$ cat config.mk
export PLATFORM = sky130hd
export DESIGN_NAME = clk_rst_manager_flat
export DESIGN_NICKNAME = d
export VERILOG_FILES = /design/src/rtl/clk_rst_pkg.sv /design/src/rtl/clk_rst_manager_if.sv /design/src/rtl/clk_rst_manager_ce_divider.sv /design/src/rtl/clk_rst_manager.sv /design/src/flat_wrapper.sv
export SDC_FILE = /design/constraint.sdc
export NUM_CORES = 1
export LEC_CHECK = 0
export ABC_AREA = 1
export BUFFER_PORTS_ARGS = -buffer_cell sky130_fd_sc_hd__buf_2
export CORE_MARGIN = 2
export CORE_UTILIZATION = 55
export CTS_CLUSTER_DIAMETER = 30
export DETAILED_ROUTE_END_ITERATION = 10
export PLACE_DENSITY = 0.76
export SLEW_MARGIN = 15
export SYNTH_ARGS = -nofsm -noshare
export SYNTH_HDL_FRONTEND = slang
export SYNTH_SLANG_ARGS = --single-unit
$ cat constraint.sdc
create_clock -name clk -period 1.9 [get_ports clk]
set_input_delay 0.095 -clock clk [delete_from_list [all_inputs] [get_ports clk]]
set_output_delay 0.095 -clock clk [all_outputs]
set_load 0.1 [all_outputs]
$ cat src/rtl/clk_rst_pkg.sv
// Shared types and default timing for the clock/reset manager.
// Imported by the manager top level and its channel dividers.
package clk_rst_pkg;

  typedef enum logic [2:0] {
    PLL_RST,
    WAIT_LOCK,
    STABLE,
    HOLD,
    RUN
  } state_t;

  localparam int DEF_NUM_CE         = 2;
  localparam int DEF_CNT_W          = 16;
  localparam int DEF_PLL_RST_CYCLES = 16;
  localparam int DEF_LOCK_TIMEOUT   = 1024;
  localparam int DEF_LOCK_STABLE    = 64;
  localparam int DEF_RST_HOLD       = 32;
  localparam int DEF_RETRY_W        = 4;

endpackage

$ cat src/rtl/clk_rst_manager_if.sv
// PLL-side and core-side signal bundle of the clock/reset manager.
// The master modport is the manager; the slave side is PLL plus core.
interface clk_rst_manager_if #(
  parameter int NUM_CE  = 2,
  parameter int RETRY_W = 4
);

  logic               pll_lock;
  logic               clr_lost;
  logic               pll_resetb;
  logic               sys_rst_n;
  logic               ready;
  logic [NUM_CE-1:0]  ce;
  logic [RETRY_W-1:0] retry_cnt;
  logic               lock_lost;

  modport master (
    input  pll_lock,
    input  clr_lost,
    output pll_resetb,
    output sys_rst_n,
    output ready,
    output ce,
    output retry_cnt,
    output lock_lost
  );

  modport slave (
    output pll_lock,
    output clr_lost,
    input  pll_resetb,
    input  sys_rst_n,
    input  ready,
    input  ce,
    input  retry_cnt,
    input  lock_lost
  );

endinterface

$ cat src/rtl/clk_rst_manager_ce_divider.sv
// One clock-enable channel: phase held at zero until run,
// then a single-cycle enable every div cycles.
module ce_divider #(
  parameter int CNT_W = 16
) (
  input  logic             clk,
  input  logic             rst_n,
  input  logic             run,
  input  logic [CNT_W-1:0] div,
  output logic             ce
);

  logic [CNT_W-1:0] cnt;

  always_ff @(posedge clk or negedge rst_n) begin
    if (!rst_n) begin
      cnt <= '0;
    end else if (!run || cnt == div - CNT_W'(1)) begin
      cnt <= '0;
    end else begin
      cnt <= cnt + CNT_W'(1);
    end
  end

  assign ce = run && (cnt == '0);

endmodule

$ cat src/rtl/clk_rst_manager.sv
// PLL reset sequencing, lock qualification, core reset release
// and aligned clock-enable generation on the reference clock.
module clk_rst_manager
  import clk_rst_pkg::*;
#(
  parameter int NUM_CE         = DEF_NUM_CE,
  parameter int CNT_W          = DEF_CNT_W,
  parameter logic [NUM_CE*CNT_W-1:0] CE_DIV = {16'd4, 16'd2},
  parameter int PLL_RST_CYCLES = DEF_PLL_RST_CYCLES,
  parameter int LOCK_TIMEOUT   = DEF_LOCK_TIMEOUT,
  parameter int LOCK_STABLE    = DEF_LOCK_STABLE,
  parameter int RST_HOLD       = DEF_RST_HOLD,
  parameter int RETRY_W        = DEF_RETRY_W
) (
  input  logic               clk,
  input  logic               rst_n,
  clk_rst_manager_if.master  bus
);

  localparam logic [CNT_W-1:0] LIM_RST  = CNT_W'(PLL_RST_CYCLES - 1);
  localparam logic [CNT_W-1:0] LIM_TMO  = CNT_W'(LOCK_TIMEOUT - 1);
  localparam logic [CNT_W-1:0] LIM_STB  = CNT_W'(LOCK_STABLE - 1);
  localparam logic [CNT_W-1:0] LIM_HOLD = CNT_W'(RST_HOLD - 1);

  if (NUM_CE < 1 || NUM_CE > 8) begin : g_bad_num
    $error("NUM_CE must be 1..8");
  end
  if (PLL_RST_CYCLES < 1 || LOCK_TIMEOUT < 1 ||
      LOCK_STABLE < 1 || RST_HOLD < 1) begin : g_bad_cyc
    $error("cycle parameters must be nonzero");
  end

  state_t             state;
  logic [CNT_W-1:0]   cnt;
  logic               sync1;
  logic               lock_s;
  logic               pll_resetb;
  logic               sys_rst_n;
  logic               ready;
  logic [RETRY_W-1:0] retry_cnt;
  logic               lock_lost;
  logic [NUM_CE-1:0]  ce;
  logic               run;

  always_ff @(posedge clk or negedge rst_n) begin
    if (!rst_n) begin
      sync1  <= 1'b0;
      lock_s <= 1'b0;
    end else begin
      sync1  <= bus.pll_lock;
      lock_s <= sync1;
    end
  end

  // Outputs are written on the transition itself, so they follow the next state.
  always_ff @(posedge clk or negedge rst_n) begin
    if (!rst_n) begin
      state      <= PLL_RST;
      cnt        <= '0;
      pll_resetb <= 1'b0;
      sys_rst_n  <= 1'b0;
      ready      <= 1'b0;
      retry_cnt  <= '0;
      lock_lost  <= 1'b0;
    end else begin
      cnt <= cnt + CNT_W'(1);
      if (bus.clr_lost) lock_lost <= 1'b0;
      unique case (state)
        PLL_RST: begin
          if (cnt == LIM_RST) begin
            state      <= WAIT_LOCK;
            cnt        <= '0;
            pll_resetb <= 1'b1;
          end
        end
        WAIT_LOCK: begin
          if (lock_s) begin
            state <= STABLE;
            cnt   <= '0;
          end else if (cnt == LIM_TMO) begin
            state      <= PLL_RST;
            cnt        <= '0;
            pll_resetb <= 1'b0;
            if (retry_cnt != '1) retry_cnt <= retry_cnt + RETRY_W'(1);
          end
        end
        STABLE: begin
          if (!lock_s) begin
            state <= WAIT_LOCK;
            cnt   <= '0;
          end else if (cnt == LIM_STB) begin
            state <= HOLD;
            cnt   <= '0;
          end
        end
        HOLD: begin
          if (!lock_s) begin
            state <= WAIT_LOCK;
            cnt   <= '0;
          end else if (cnt == LIM_HOLD) begin
            state     <= RUN;
            cnt       <= '0;
            sys_rst_n <= 1'b1;
            ready     <= 1'b1;
          end
        end
        RUN: begin
          cnt <= '0;
          if (!lock_s) begin
            state     <= WAIT_LOCK;
            sys_rst_n <= 1'b0;
            ready     <= 1'b0;
            lock_lost <= 1'b1;
          end
        end
        default: begin
          state      <= PLL_RST;
          cnt        <= '0;
          pll_resetb <= 1'b0;
          sys_rst_n  <= 1'b0;
          ready      <= 1'b0;
        end
      endcase
    end
  end

  assign run = (state == RUN);

  for (genvar i = 0; i < NUM_CE; i++) begin : g_ce
    if (CE_DIV[i*CNT_W +: CNT_W] == '0) begin : g_bad_div
      $error("CE_DIV fields must be nonzero");
    end
    ce_divider #(
      .CNT_W (CNT_W)
    ) u_div (
      .clk   (clk),
      .rst_n (rst_n),
      .run   (run),
      .div   (CE_DIV[i*CNT_W +: CNT_W]),
      .ce    (ce[i])
    );
  end

  assign bus.pll_resetb = pll_resetb;
  assign bus.sys_rst_n  = sys_rst_n;
  assign bus.ready      = ready;
  assign bus.ce         = ce;
  assign bus.retry_cnt  = retry_cnt;
  assign bus.lock_lost  = lock_lost;

endmodule

$ cat src/flat_wrapper.sv
// flat-port wrapper written by rule: the top's interface ports become plain ports
module clk_rst_manager_flat import clk_rst_pkg::*;
#(
  parameter int NUM_CE         = DEF_NUM_CE,
  parameter int CNT_W          = DEF_CNT_W,
  parameter logic [NUM_CE*CNT_W-1:0] CE_DIV = {16'd4, 16'd2},
  parameter int PLL_RST_CYCLES = DEF_PLL_RST_CYCLES,
  parameter int LOCK_TIMEOUT   = DEF_LOCK_TIMEOUT,
  parameter int LOCK_STABLE    = DEF_LOCK_STABLE,
  parameter int RST_HOLD       = DEF_RST_HOLD,
  parameter int RETRY_W        = DEF_RETRY_W
)
  (clk, rst_n, bus_pll_lock, bus_clr_lost, bus_pll_resetb, bus_sys_rst_n, bus_ready, bus_ce, bus_retry_cnt, bus_lock_lost);
  clk_rst_manager_if #(.NUM_CE(NUM_CE), .RETRY_W(RETRY_W)) bus_i ();
  input  logic clk;
  input  logic rst_n;
  input wire logic [$bits(bus_i.pll_lock)-1:0] bus_pll_lock;
  input wire logic [$bits(bus_i.clr_lost)-1:0] bus_clr_lost;
  output wire logic [$bits(bus_i.pll_resetb)-1:0] bus_pll_resetb;
  output wire logic [$bits(bus_i.sys_rst_n)-1:0] bus_sys_rst_n;
  output wire logic [$bits(bus_i.ready)-1:0] bus_ready;
  output wire logic [$bits(bus_i.ce)-1:0] bus_ce;
  output wire logic [$bits(bus_i.retry_cnt)-1:0] bus_retry_cnt;
  output wire logic [$bits(bus_i.lock_lost)-1:0] bus_lock_lost;
  assign bus_i.pll_lock = bus_pll_lock;
  assign bus_i.clr_lost = bus_clr_lost;
  assign bus_pll_resetb = bus_i.pll_resetb;
  assign bus_sys_rst_n = bus_i.sys_rst_n;
  assign bus_ready = bus_i.ready;
  assign bus_ce = bus_i.ce;
  assign bus_retry_cnt = bus_i.retry_cnt;
  assign bus_lock_lost = bus_i.lock_lost;
  clk_rst_manager #(.NUM_CE(NUM_CE), .CNT_W(CNT_W), .CE_DIV(CE_DIV), .PLL_RST_CYCLES(PLL_RST_CYCLES), .LOCK_TIMEOUT(LOCK_TIMEOUT), .LOCK_STABLE(LOCK_STABLE), .RST_HOLD(RST_HOLD), .RETRY_W(RETRY_W)) u_core (.clk(clk), .rst_n(rst_n), .bus(bus_i));
endmodule
* Word-level counts from Yosys, hierarchy flattened
Cells that the tools add are included.
** Storage, ports and cells
- ROM bits :: 0
- Word-level logic and storage cells :: 81
- Bits of input ports :: 4
- Memories :: 0
- Latch bits :: 0
- RAM bits :: 0
- Register bits after elaboration :: 60
** Operators by class
- Multipliers :: 0
- Shifts and indexed selects :: 0
- $add $sub $neg :: 4
- Div/mod/pow operators :: 0
- Magnitude comparators :: 0
- Mux-type cells :: 30
- Bitwise operators :: 3
- Equality and inequality tests :: 20
- Reduce and logical (&&, ||, !) cells :: 14
** Operator list (number)
- $mux W16 :: 9
- $pmux W16 S4 :: 1
- $add A16 B1 Y16 const B :: 3
- $logic_not A16 Y1 :: 2
- $mux W3 :: 8
- $eq A16 B1 Y1 const B :: 1
- $eq A16 B10 Y1 const B :: 1
- $eq A16 B2 Y1 const B :: 1
- $eq A16 B4 Y1 const B :: 1
- $eq A16 B5 Y1 const B :: 1
- $eq A16 B6 Y1 const B :: 1
- $pmux W3 S5 :: 1
- $reduce_and A4 Y1 :: 3
- $mux W1 :: 9
- $ne A2 B1 Y1 const B :: 4
- $eq A3 B2 Y1 const B :: 2
- $ne A3 B3 Y1 const B :: 2
- $pmux W1 S3 :: 2
- $reduce_or A3 Y1 :: 2
- $reduce_and A5 Y1 :: 1
- $add A4 B1 Y4 const B :: 1
- $ne A2 B2 Y1 const B :: 2
- $ne A4 B4 Y1 const B :: 1
- $eq A3 B1 Y1 const B :: 1
- 7 further kinds :: 11

* Depth between registers and ports, before layout
- Word-level depth :: 4
- Depth in mapped cells :: 10
- Mapped depth without buffers :: 10

* Modules after synthesis
From an unflattened synthesis, not the netlist that was laid out.
** Unflattened totals
- Cell total of the unflattened synthesis :: 689
- Area, all modules :: 4647.0 µm²
** By module, submodules not included
- ce_divider :: times used 2, area an instance 1536.5 µm², cells each 243
- clk_rst_manager :: times used 1, area an instance 1574.0 µm², cells each 203

* Worst setup path after synthesis
No wires, ideal clock.
- Path type :: register -> register
- Start point :: register u_core.retry_cnt[0], in the netlist u_core.bus.retry_cnt[0]
- End point :: register u_core.retry_cnt[2], in the netlist u_core.bus.retry_cnt[2]
- Stages on the path, launching flop included :: 7
- Path buffers :: 0
- Clock period less this slack :: 1.910 ns
- Library setup time :: 0.159 ns
- Data arrival time :: 1.752 ns
- Setup slack :: -0.010 ns
- Data required time :: 1.741 ns
- Cell sequence :: dfrtp_1 ha_1 nand3_1 nand2_1 nor3_4 nand2_1 xnor2_1
** Between the ends
- Longest elaborated chain between the ends :: 2
** RTL lines
- start, declared :: RTL line clk_rst_manager.sv:40 : logic [RETRY_W-1:0] retry_cnt;
- start signal, assigned :: RTL line clk_rst_manager.sv:84 : if (retry_cnt != '1) retry_cnt <= retry_cnt + RETRY_W'(1);
- parallel branches: the longest is 2 deep, another holds $add A4 B1 Y4
Several ways; the timed one is not identified.
A chain may end at the register's enable or synchronous reset.

* Final worst setup path
- Start point :: register u_core.state[0]
- End point :: output port bus_ce[0]
** Between the ends
- Longest elaborated chain between the ends :: 2
** RTL lines
- start, declared :: RTL line clk_rst_manager.sv:33 : state_t state;
- start signal, assigned :: RTL line clk_rst_manager.sv:58 : state <= PLL_RST;
- start signal, assigned :: RTL line clk_rst_manager.sv:71 : state <= WAIT_LOCK;
- start signal, assigned :: RTL line clk_rst_manager.sv:78 : state <= STABLE;
- $eq A3 B3 Y1 :: RTL line clk_rst_manager.sv:127 : assign run = (state == RUN);
- $logic_and A1 B1 Y1 :: RTL line clk_rst_manager_ce_divider.sv:25 : assign ce = run && (cnt == '0);
- end, declared :: RTL line flat_wrapper.sv:22 : output wire logic [$bits(bus_i.ce)-1:0] bus_ce;
No other way between the ends.

==> reports/results.ini <==
[outcome]
status = finished clean

[sta]
hold_ws_ns = 0.297
worst_slew_pin_slew_ns = 0.491
worst_slack_ns = 0.123
max_slew_margin_pct = 67.5
setup_violations = 0
finClkSkew_ns = 0.0125
hold_violations = 0
finalCriticalPeriod_ns = 1.78
final.period_utilization_pct = 93.5
slew_viol_final = 0
fmax_mhz = 563

[synthesis]
synth_area_leaders = dfrtp_1, nand2_1, nor2_1
synthDistinctLibCells = 28
synth-seq-cells = 60
syn_area_sq_mm = 0.00332
yosysTopAreaCellShare_pct = 45.3
synthCells = 419
yosysWarnings = 0
avgSynthCellArea_sq_um = 7.91
yosysSeqAreaShare_pct = 45.3
synth_area_leader_cell = dfrtp_1
syn_nets = 430

[global_route]
grt_pass1_vias = 2669
grt_max_degree = 31
grt_usage_pct = 22.0
antenna_found_initial = 0
overflow = 0
grt_pass1_wl_um = 11200

[placement]
pre_cts_ws_ns = 0.168
place_area_sq_mm = 0.00350
hpwl_um = 4720
gp_congestion = 0.850
port_buffers = 13

[min_path]
hold_class = input port to asynchronous set/reset pin

[final_layout]
multi_input_area_sq_mm = 0.00154
layout-drive-gt1-share_pct = 14.5
layout_commonest_cell = nand2_1
final_cell_mix = nand2_1, nor2_1, inv_1, dfrtp_1, nand3_1
register_area_sq_mm = 0.00150
final_area_sq_mm = 0.00376
fillCellCount = 489
n_antenna_cell = 0
nets = 461
area_growth_pct = 13.3

[route]
vias = 2779
drcViolationCount = 0
routed_wirelength_um = 6390
drt-initial-drc-count = 174
dr.pass1.iters = 4
ant_nets = 0
routed_via_density = 5.25
wl_per_cell_um = 12.1

[floorplan]
fp.dieW_um = 81.6
placement_rows = 28
die_area_sq_mm = 0.00667
dieHeight_um = 81.6
core_sq_mm = 0.00589
ios = 14
start_util_pct = 56.3

[worst_setup_path]
slowest_delay_ns = 0.40
critPathKind = flop to primary output
crit_chain = inv_1 -> nand2_1 -> nor2_4 -> inv_1 -> nor2_2 -> buf_12
setup.worst_path.start_class = flop
timing.critical_path.arrival_ns = 1.68
endpoint_kind = primary output
crit_top_cell = inv_1
slowest_stage = dfrtp_1
cp_data_required_time_ns = 1.80
crit_fanout = 6

[clocking]
cts_buffers = 9
h-tree-depth = 3
cts_sinks = 60
clkTransAtPathRegs_ns = 0.07
cts_tree = done
cts_buffer_depth = 2
clockRootBuffer = clkbuf_8
clock_latency_ns = 0.34

[power]
power_leakage_nw = 1.74
finalPower_mw = 3.58
ir_drop_uv = 1030
p_per_area_mw_per_mm2 = 953

[run]
maxCapViolCount = 0

[cell type report]
class                   count  area share (%)
repair buffers             26            5.43
clock buffers              14            4.86
inverters                  60            5.99
multi-input cells         293            41.1
clock inverters             1           0.133
flip-flops and latches     60            40.0
well taps                  75            2.50
[synth_stat cells]
library cell / count
nand2_1: 74
nor2_1: 72
dfrtp_1: 60
inv_1: 60
nand3_1: 27
nor3_1: 23
nor2_2: 14
nand4_1: 13
xor2_1: 13
a21oi_1: 9
o21ai_0: 9
xnor2_1: 8
ha_1: 7
a31oi_1: 5
buf_4: 3
nand2_2: 3
nor2_4: 3
o22ai_1: 3
buf_2: 2
nand3_2: 2
nor3b_1: 2
and3_1: 1
buf_12: 1
nand2_4: 1
nor2_8: 1
nor3_2: 1
nor3_4: 1
nor4_1: 1
[logic make-up (layout without fill, tap and decap cells)]
kind of cell / Yosys count / after routing / synth area share [%]
and+or+nand+nor: 239 / 239 / 33.9
buffers and inverters: 66 / 101 / 8.38
DFF: 60 / 60 / 45.3
AOI/OAI and AO/OA: 26 / 26 / 4.23
xor gates and xnor gates: 21 / 21 / 5.55
adders and majority gates: 7 / 7 / 2.64
[critical path, delay by kind of cell (launching register included)]
| family | cells | cell delay [ns] |
|---|---|---|
| buffers and inverters | 3 | 0.43 |
| flip-flops | 1 | 0.40 |
| AND/OR/NAND/NOR | 3 | 0.52 |
[layer usage]
metal	routed length (um)	vias to the layer above	global-route usage, %	share of wire [%]
met2	3050	61	34.8	48
met3	223	11	4.40	3.5
met5	0	-	0	0
met4	109	0	10.7	1.7
li1	-	1393	-	-
met1	3010	1314	29.0	47
[power breakdown]
group          switching [mW]  total (mW)  internal [mW]  leakage [nW]
combinational           0.759        1.07          0.311         0.821
sequential             0.0728        1.44           1.36         0.823
clock                   0.468        1.07          0.607        0.0986
[registers in the layout, summed over array words and instances (netlist names)]
signal and count:
u_core.bus.retry_cnt 4, u_core.cnt 16, u_core.state 3, u_core.bus.sys_rst_n 1, u_core.bus.lock_lost 1, u_core.lock_s 1, u_core.bus.pll_resetb 1, u_core.sync1 1
u_core.g_ce.u_div.cnt 32
[worst paths after layout]
kind	startpoint	end	slack (ns)	depth (start not counted)
min in group clk	u_core.sync1$_DFF_PN0_	u_core.lock_s$_DFF_PN0_	0.36	0
setup / recovery	u_core.state[0]$_DFFE_PN0P_	bus_ce[0]	0.12	6
hold / removal	rst_n	u_core.g_ce[0].u_div.cnt[7]$_DFF_PN0_	0.30	3
setup reg to reg	u_core.cnt[0]$_DFF_PN0_	u_core.cnt[12]$_DFF_PN0_	0.21	9
max in group asynchronous	rst_n	u_core.bus.retry_cnt[0]$_DFFE_PN0P_	1.28	3
hold reg to reg	u_core.sync1$_DFF_PN0_	u_core.lock_s$_DFF_PN0_	0.36	0
[metrics by stage]
stage	util [%]	setup TNS, ns	cells
after floorplan	-	0	419
after global placement	59.5	0	508
after detailed placement	59.5	0	508
after CTS	63.3	0	526
after global routing	63.8	-0.00714	529
final	63.8	0	529
[what timing repair did]
action	CTS	global route
hold buffers	3	0
buffers inserted	0	3
resized for setup	1	3
setup endpoints to repair	1	12
endpoints found under the hold margin	62	0
pin swaps	0	2
(Power assumes the default switching activity.)
